## src/rtl/sram_fifo_pkg.sv

```systemverilog
// Shared constants and pointer type for the SRAM-backed FIFO controller.
package sram_fifo_pkg;

   localparam int DEF_WIDTH      = 8;
   localparam int DEF_DEPTH      = 8;
   localparam int DEF_ADDR_WIDTH = $clog2(DEF_DEPTH);

   // Pointer carries one extra wrap bit above the SRAM address.
   typedef logic [DEF_ADDR_WIDTH:0] ptr_t;

endpackage

```

## src/rtl/sram_fifo_ptr.sv

```systemverilog
// Enable-gated FIFO pointer: SRAM address in the low bits, wrap bit on top.
module sram_fifo_ptr
   import sram_fifo_pkg::*;
#(
   parameter int ADDR_WIDTH = DEF_ADDR_WIDTH
) (
   input  logic                  clk,
   input  logic                  reset,
   input  logic                  inc,
   output logic [ADDR_WIDTH:0]   ptr
);

   always_ff @(posedge clk or negedge reset) begin
      if (!reset)
         ptr <= '0;
      else if (inc)
         ptr <= ptr + {{ADDR_WIDTH{1'b0}}, 1'b1};
   end

endmodule

```

## src/rtl/sram_fifo_ctrl.sv

```systemverilog
// Single-clock FIFO controller around a dual-port SRAM (port A write, port B read).
// Optional sticky overflow/underflow flags are enabled by defining SRAM_FIFO_ERR_EN.
module sram_fifo_ctrl
   import sram_fifo_pkg::*;
#(
   parameter int WIDTH      = DEF_WIDTH,
   parameter int DEPTH      = DEF_DEPTH,
   parameter int ADDR_WIDTH = $clog2(DEPTH)
) (
   input  logic                  clk,
   input  logic                  reset,
   input  logic                  wr_valid,
   output logic                  wr_ready,
   input  logic [WIDTH-1:0]      wr_data,
   input  logic                  pop,
   output logic                  rd_valid,
   output logic [WIDTH-1:0]      rd_data,
   output logic                  full,
   output logic                  empty,
   output logic [ADDR_WIDTH:0]   count,
   output logic                  overflow,
   output logic                  underflow,
   input  logic                  err_clr,
   output logic                  sram_chip_sel,
   output logic                  sram_read_ena_a,
   output logic [ADDR_WIDTH-1:0] sram_address_a,
   output logic [WIDTH-1:0]      sram_data_in_a,
   output logic                  sram_read_ena_b,
   output logic [ADDR_WIDTH-1:0] sram_address_b,
   input  logic [WIDTH-1:0]      sram_data_out_b
);

   logic [ADDR_WIDTH:0] wr_ptr;
   logic [ADDR_WIDTH:0] rd_ptr;
   logic                push_accept;
   logic                pop_accept;

   sram_fifo_ptr #(.ADDR_WIDTH(ADDR_WIDTH)) u_wr_ptr (
      .clk   (clk),
      .reset (reset),
      .inc   (push_accept),
      .ptr   (wr_ptr)
   );

   sram_fifo_ptr #(.ADDR_WIDTH(ADDR_WIDTH)) u_rd_ptr (
      .clk   (clk),
      .reset (reset),
      .inc   (pop_accept),
      .ptr   (rd_ptr)
   );

   assign empty = (wr_ptr == rd_ptr);
   assign full  = (wr_ptr[ADDR_WIDTH-1:0] == rd_ptr[ADDR_WIDTH-1:0]) &&
                  (wr_ptr[ADDR_WIDTH] != rd_ptr[ADDR_WIDTH]);
   assign count = wr_ptr - rd_ptr;

   // Full blocks pushes even with a same-cycle pop, so ports never hit one address.
   assign wr_ready    = !full && sram_chip_sel;
   assign push_accept = wr_valid && wr_ready;
   assign pop_accept  = pop && !empty;

   assign sram_address_a  = wr_ptr[ADDR_WIDTH-1:0];
   assign sram_data_in_a  = wr_data;
   assign sram_read_ena_a = !push_accept;
   assign sram_read_ena_b = 1'b1;
   assign sram_address_b  = rd_ptr[ADDR_WIDTH-1:0];
   assign rd_data         = sram_data_out_b;

   always_ff @(posedge clk or negedge reset) begin
      if (!reset) begin
         sram_chip_sel <= 1'b0;
         rd_valid      <= 1'b0;
      end else begin
         sram_chip_sel <= 1'b1;
         rd_valid      <= pop_accept;
      end
   end

`ifdef SRAM_FIFO_ERR_EN
   // Set has priority over a same-cycle clear.
   always_ff @(posedge clk or negedge reset) begin
      if (!reset) begin
         overflow  <= 1'b0;
         underflow <= 1'b0;
      end else begin
         if (wr_valid && full)
            overflow <= 1'b1;
         else if (err_clr)
            overflow <= 1'b0;
         if (pop && empty)
            underflow <= 1'b1;
         else if (err_clr)
            underflow <= 1'b0;
      end
   end
`else
   // Flags disabled: err_clr stays on the port but has no effect.
   assign overflow  = err_clr & 1'b0;
   assign underflow = err_clr & 1'b0;
`endif

endmodule

```

## config.mk

```make
export PLATFORM = sky130hd
export DESIGN_NAME = sram_fifo_ctrl
export DESIGN_NICKNAME = d
export VERILOG_FILES = /design/src/rtl/sram_fifo_pkg.sv /design/src/rtl/sram_fifo_ptr.sv /design/src/rtl/sram_fifo_ctrl.sv
export SDC_FILE = /design/constraint.sdc
export NUM_CORES = 1
export LEC_CHECK = 0
export BUFFER_PORTS_ARGS = -buffer_cell sky130_fd_sc_hd__buf_2
export CORE_MARGIN = 10
export CORE_UTILIZATION = 41
export CTS_CLUSTER_SIZE = 30
export DETAILED_ROUTE_END_ITERATION = 6
export PLACE_DENSITY = 0.89
export SYNTH_ARGS = -nofsm -noshare
export SYNTH_HDL_FRONTEND = slang
export SYNTH_HIERARCHICAL = 1
export SYNTH_SLANG_ARGS = --single-unit
```

## constraint.sdc

```tcl
create_clock -name clk -period 4.5 [get_ports clk]
set_input_delay 0.45 -clock clk [delete_from_list [all_inputs] [get_ports clk]]
set_output_delay 0.45 -clock clk [all_outputs]
set_load 0.005 [all_outputs]
```

# After elaboration in Yosys (flattened, before gate mapping)
# Index checks and enable logic that the tools add are counted.
classes:
  addsub: 3
  eq_ne: 3
  n_reduce_logical: 7
ops:
  columns: ["op", "n"]
  rows:
  - ["$add 4x1->4 const B", 2]
  - ["$eq 4x4->1", 1]
  - ["$logic_and 1x1->1", 4]
  - ["$sub 4x4->4", 1]
  - ["$eq 3x3->1", 1]
  - ["$logic_not 1->1", 3]
  - ["$ne 1x1->1", 1]
totals:
  register_bits: 10
  in_bits: 21
  elab_cells: 17

# Depth between registers and ports, before layout
depth:
  depth_word: 6
  ltp_mapped: 7
  depth_no_buf: 7

# Cells and area by module
# The synthesis kept the hierarchy.
modules_own_cells:
  columns: ["module", "instances", "cells_each", "area_per_inst_um2"]
  rows:
  - ["sram_fifo_ctrl", 1, 46, 377.9]
  - ["sram_fifo_ptr", 2, 11, 160.2]

# Worst setup path before layout
# OpenSTA, ideal clock, no wires.
synth_path:
  path_type: "register to output"
  startpoint: "register u_wr_ptr.ptr[2]"
  endpoint: "output port count[3]"
  arrival_ps: 1327
  required_time_ps: 4050
  path_slack_ps: 2723
  path_stages_with_launch: 5
  n_path_buf: 0
  path_cell_list: "dfrtp_1 -> ha_1 -> nor2b_4 -> a221oi_2 -> xor2_1"
synth_via:
  elab_chain_len: 1
synth_lines:
  columns: ["item", "line", "rtl"]
  rows:
  - ["from (decl)", "sram_fifo_ptr.sv:10", "output logic [ADDR_WIDTH:0] ptr"]
  - ["from (signal assigned)", "sram_fifo_ptr.sv:17", "ptr <= ptr + {{ADDR_WIDTH{1'b0}}, 1'b1};"]
  - ["$sub 4x4->4", "sram_fifo_ctrl.sv:55", "assign count = wr_ptr - rd_ptr;"]
  - ["to (decl)", "sram_fifo_ctrl.sv:20", "output logic [ADDR_WIDTH:0] count,"]
# No other way between the ends.

# Worst setup path in the final report
layout_path:
  startpoint: "register u_rd_ptr.ptr[2]"
  endpoint: "output port count[3]"
layout_via:
  elab_chain_len: 1
layout_lines:
  columns: ["item", "line"]
  rows:
  - ["from (decl)", "sram_fifo_ptr.sv:10"]
  - ["from (signal assigned)", "sram_fifo_ptr.sv:17"]
  - ["$sub 4x4->4", "sram_fifo_ctrl.sv:55"]
# No other way between the ends.

==> results.yml <==
synthesis:
  yosysWarnings: 6
  yosys-top-cells-area: "dfrtp_1, buf_4, ha_1, xnor2_1, xor2_1"
  yosysTopAreaCell: "dfrtp_1"
  synthCells: 68
  netlist.area_leader.share_pct: 35.84
  ys_ff_latch: 10
  seq_area_frac_synth_pct: 35.84
  syn-cell-area_um2: 698.2
  yosysUniqueCellTypes: 19
  avgSynthCellArea_um2: 10.27
power:
  seq_power_share_pct: 30.0
  swShare_pct: 41.59
  leakage_nw: 0.3791
  internal_power_mw: 0.3583
  peakVddDrop_mv: 0.3563
  pwr-share-clk_pct: 9.6
  power_density_nw_per_um2: 875.3
  power.switching_mw: 0.2550
  p_comb_share_pct: 60.5
setup_path:
  cp-start-kind: "flip-flop"
  cp_max_fo: 4
  endpoint_kind: "output port"
  path_class: "reg -> out"
  worstPathRequired_ns: 4.05
  worstPathArrival_ns: 1.75
finish:
  final_common_cell: "buf_2"
  final_cell_mix: "buf_2, dfrtp_1, inv_1"
  nets: 102
  drive_above_1_share_pct: 35.62
  num-fill-cells: 157
  area_growth_pct: 0.3584
  diodes: 0
timing:
  hold_violations: 0
  setup_viol: 0
  finalMaxSlewViolations: 0
  max_freq_mhz: 455.3
  rsz0062_at_grt: "false"
  fin_crit_ns: 2.197
  period_share_pct: 48.81
  worst_clock_skew_ns: 0.008756
  tns_ns: 0
  fin_ws_ns: 2.303
run:
  drv_cap: 0
detailed_routing:
  post-route-drc-count: 0
  viasPerCell: 4.764
  wl_um: 1447
  ant_nets: 0
  drt-initial-drc-count: 2
  drt-pass1-iter-count: 2
  via_count: 424
  wl_per_cell_um: 16.26
clocking:
  numCtsBuffers: 3
  postCtsHoldBufs: 0
  cts_sinks: 10
  cts_htree_levels: 1
  cts_setup_buffers: 0
  cts_resized: 0
  cts_buffer_depth: 2
  clockRootBuffer: "clkbuf_4"
  worstSkewPairLatency_ns: 0.26
  clk_pin_slew_ns: 0.07
  cts_tree: "done"
status:
  outcome: "finished, final reports clean"
placement:
  place_congestion: 0.7619
  portBuffers: 19
  post-place-ws_ns: 2.577
  hpwlAfterDp_um: 1259
global_routing:
  antenna_found_initial: 0
  globalRouteTotalUtil_pct: 7.760
  grt_pass1_vias: 426
  grt-ovfl-total: 0
  grt_max_degree: 11
  grt_pass1_wl_um: 2152
floorplanning:
  initial_core_util_pct: 44.78
  core_area_um2: 1559
  die_x_um: 61.27
  die-area_um2: 3753
  row_count: 14
  die_h_um: 61.27
  io_pins: 56
hold_path:
  hold_class: "in -> async"
[Yosys cell counts]
cell and instances:
buf_4 19, dfrtp_1 10, inv_1 7, ha_1 5, xnor2_1 5, xor2_1 4, conb_1 2, mux2_2 2
nand2_1 2, nand3_1 2, nand4_1 2, a221oi_2 1, and2_1 1, and3_1 1, fa_1 1, nand2b_1 1
nor2_1 1, nor2b_1 1, nor2b_4 1
[routing by layer]
metal / track usage, % / part of all wire, % / vias to the layer above
met4: 3.909 / 0.90 / 0
li1: - / - / 202
met5: 0 / 0 / -
met3: 5.556 / 20 / 4
met1: 6.864 / 32 / 192
met2: 13.02 / 47 / 26
[flip-flops by register name (all words and copies together) (netlist names)]
name / flops
u_wr_ptr/ptr: 4
rd_valid: 1
u_rd_ptr/ptr: 4
sram_chip_sel: 1
[worst paths after layout]
check	slack, ns	end	start	cells after the start
setup / recovery	2.30	count[3]	u_rd_ptr/ptr[2]$_DFFE_PN0P_	6
hold / removal	0.04	u_wr_ptr/ptr[0]$_DFFE_PN0P_	reset	1
setup reg to reg	2.66	u_rd_ptr/ptr[1]$_DFFE_PN0P_	u_rd_ptr/ptr[1]$_DFFE_PN0P_	6
hold reg to reg	0.49	u_wr_ptr/ptr[3]$_DFFE_PN0P_	u_wr_ptr/ptr[3]$_DFFE_PN0P_	1
max in group asynchronous	4.27	u_rd_ptr/ptr[0]$_DFFE_PN0P_	reset	1
min in group clk	0.49	u_wr_ptr/ptr[3]$_DFFE_PN0P_	u_wr_ptr/ptr[3]$_DFFE_PN0P_	1
[critical path, cell delays in order (launching register included)]
cell,delay (ns)
dfrtp_1,0.41
inv_1,0.06
ha_1,0.34
nor2b_4,0.15
a221oi_2,0.25
xor2_1,0.16
buf_2,0.13
[cell families after synthesis]
family                     synth area share, %
other                                    1.076
AOI/OAI and AO/OA                        2.150
DFF                                      35.84
buffers and inverters                    24.19
xor gates and xnor gates                 11.29
adders and majority gates                11.83
muxes                                    3.226
and+or+nand+nor                          10.40
[layout make-up]
cell class	instances	area [um^2]	share of cell area (%)
sequential	10	250.2	35.71
clock buffer	3	22.52	3.214
inverter	7	26.28	3.750
tap	16	20.02	2.857
multi-input combinational	34	286.5	40.89
timing repair buffer	19	95.09	13.57
[power by group through the flow]
stage | clock (mW) | sequential [mW] | combinational (mW)
after floorplan | 0 | 0.179 | 0.242
after global placement | 0 | 0.182 | 0.359
after detailed placement | 0 | 0.186 | 0.378
after CTS | 0.0599 | 0.184 | 0.379
after global routing | 0.0647 | 0.191 | 0.426
final | 0.0588 | 0.184 | 0.371
[per-stage QoR]
stage / power (mW) / instances / cell area, um^2 / utilization [%] / hold slack [ns]
floorplan: 0.4211 / 70 / 705.7 / - / 0.1544
detailed placement: 0.5640 / 86 / 678.2 / 43.50 / 0.3220
global placement: 0.5407 / 86 / 678.2 / 43.50 / 0.3142
CTS: 0.6233 / 89 / 700.7 / 44.94 / 0.04443
global route: 0.6818 / 89 / 700.7 / 44.94 / 0.05118
finish: 0.6133 / 89 / 700.7 / 44.94 / 0.03646
(Power assumes the default switching activity.)
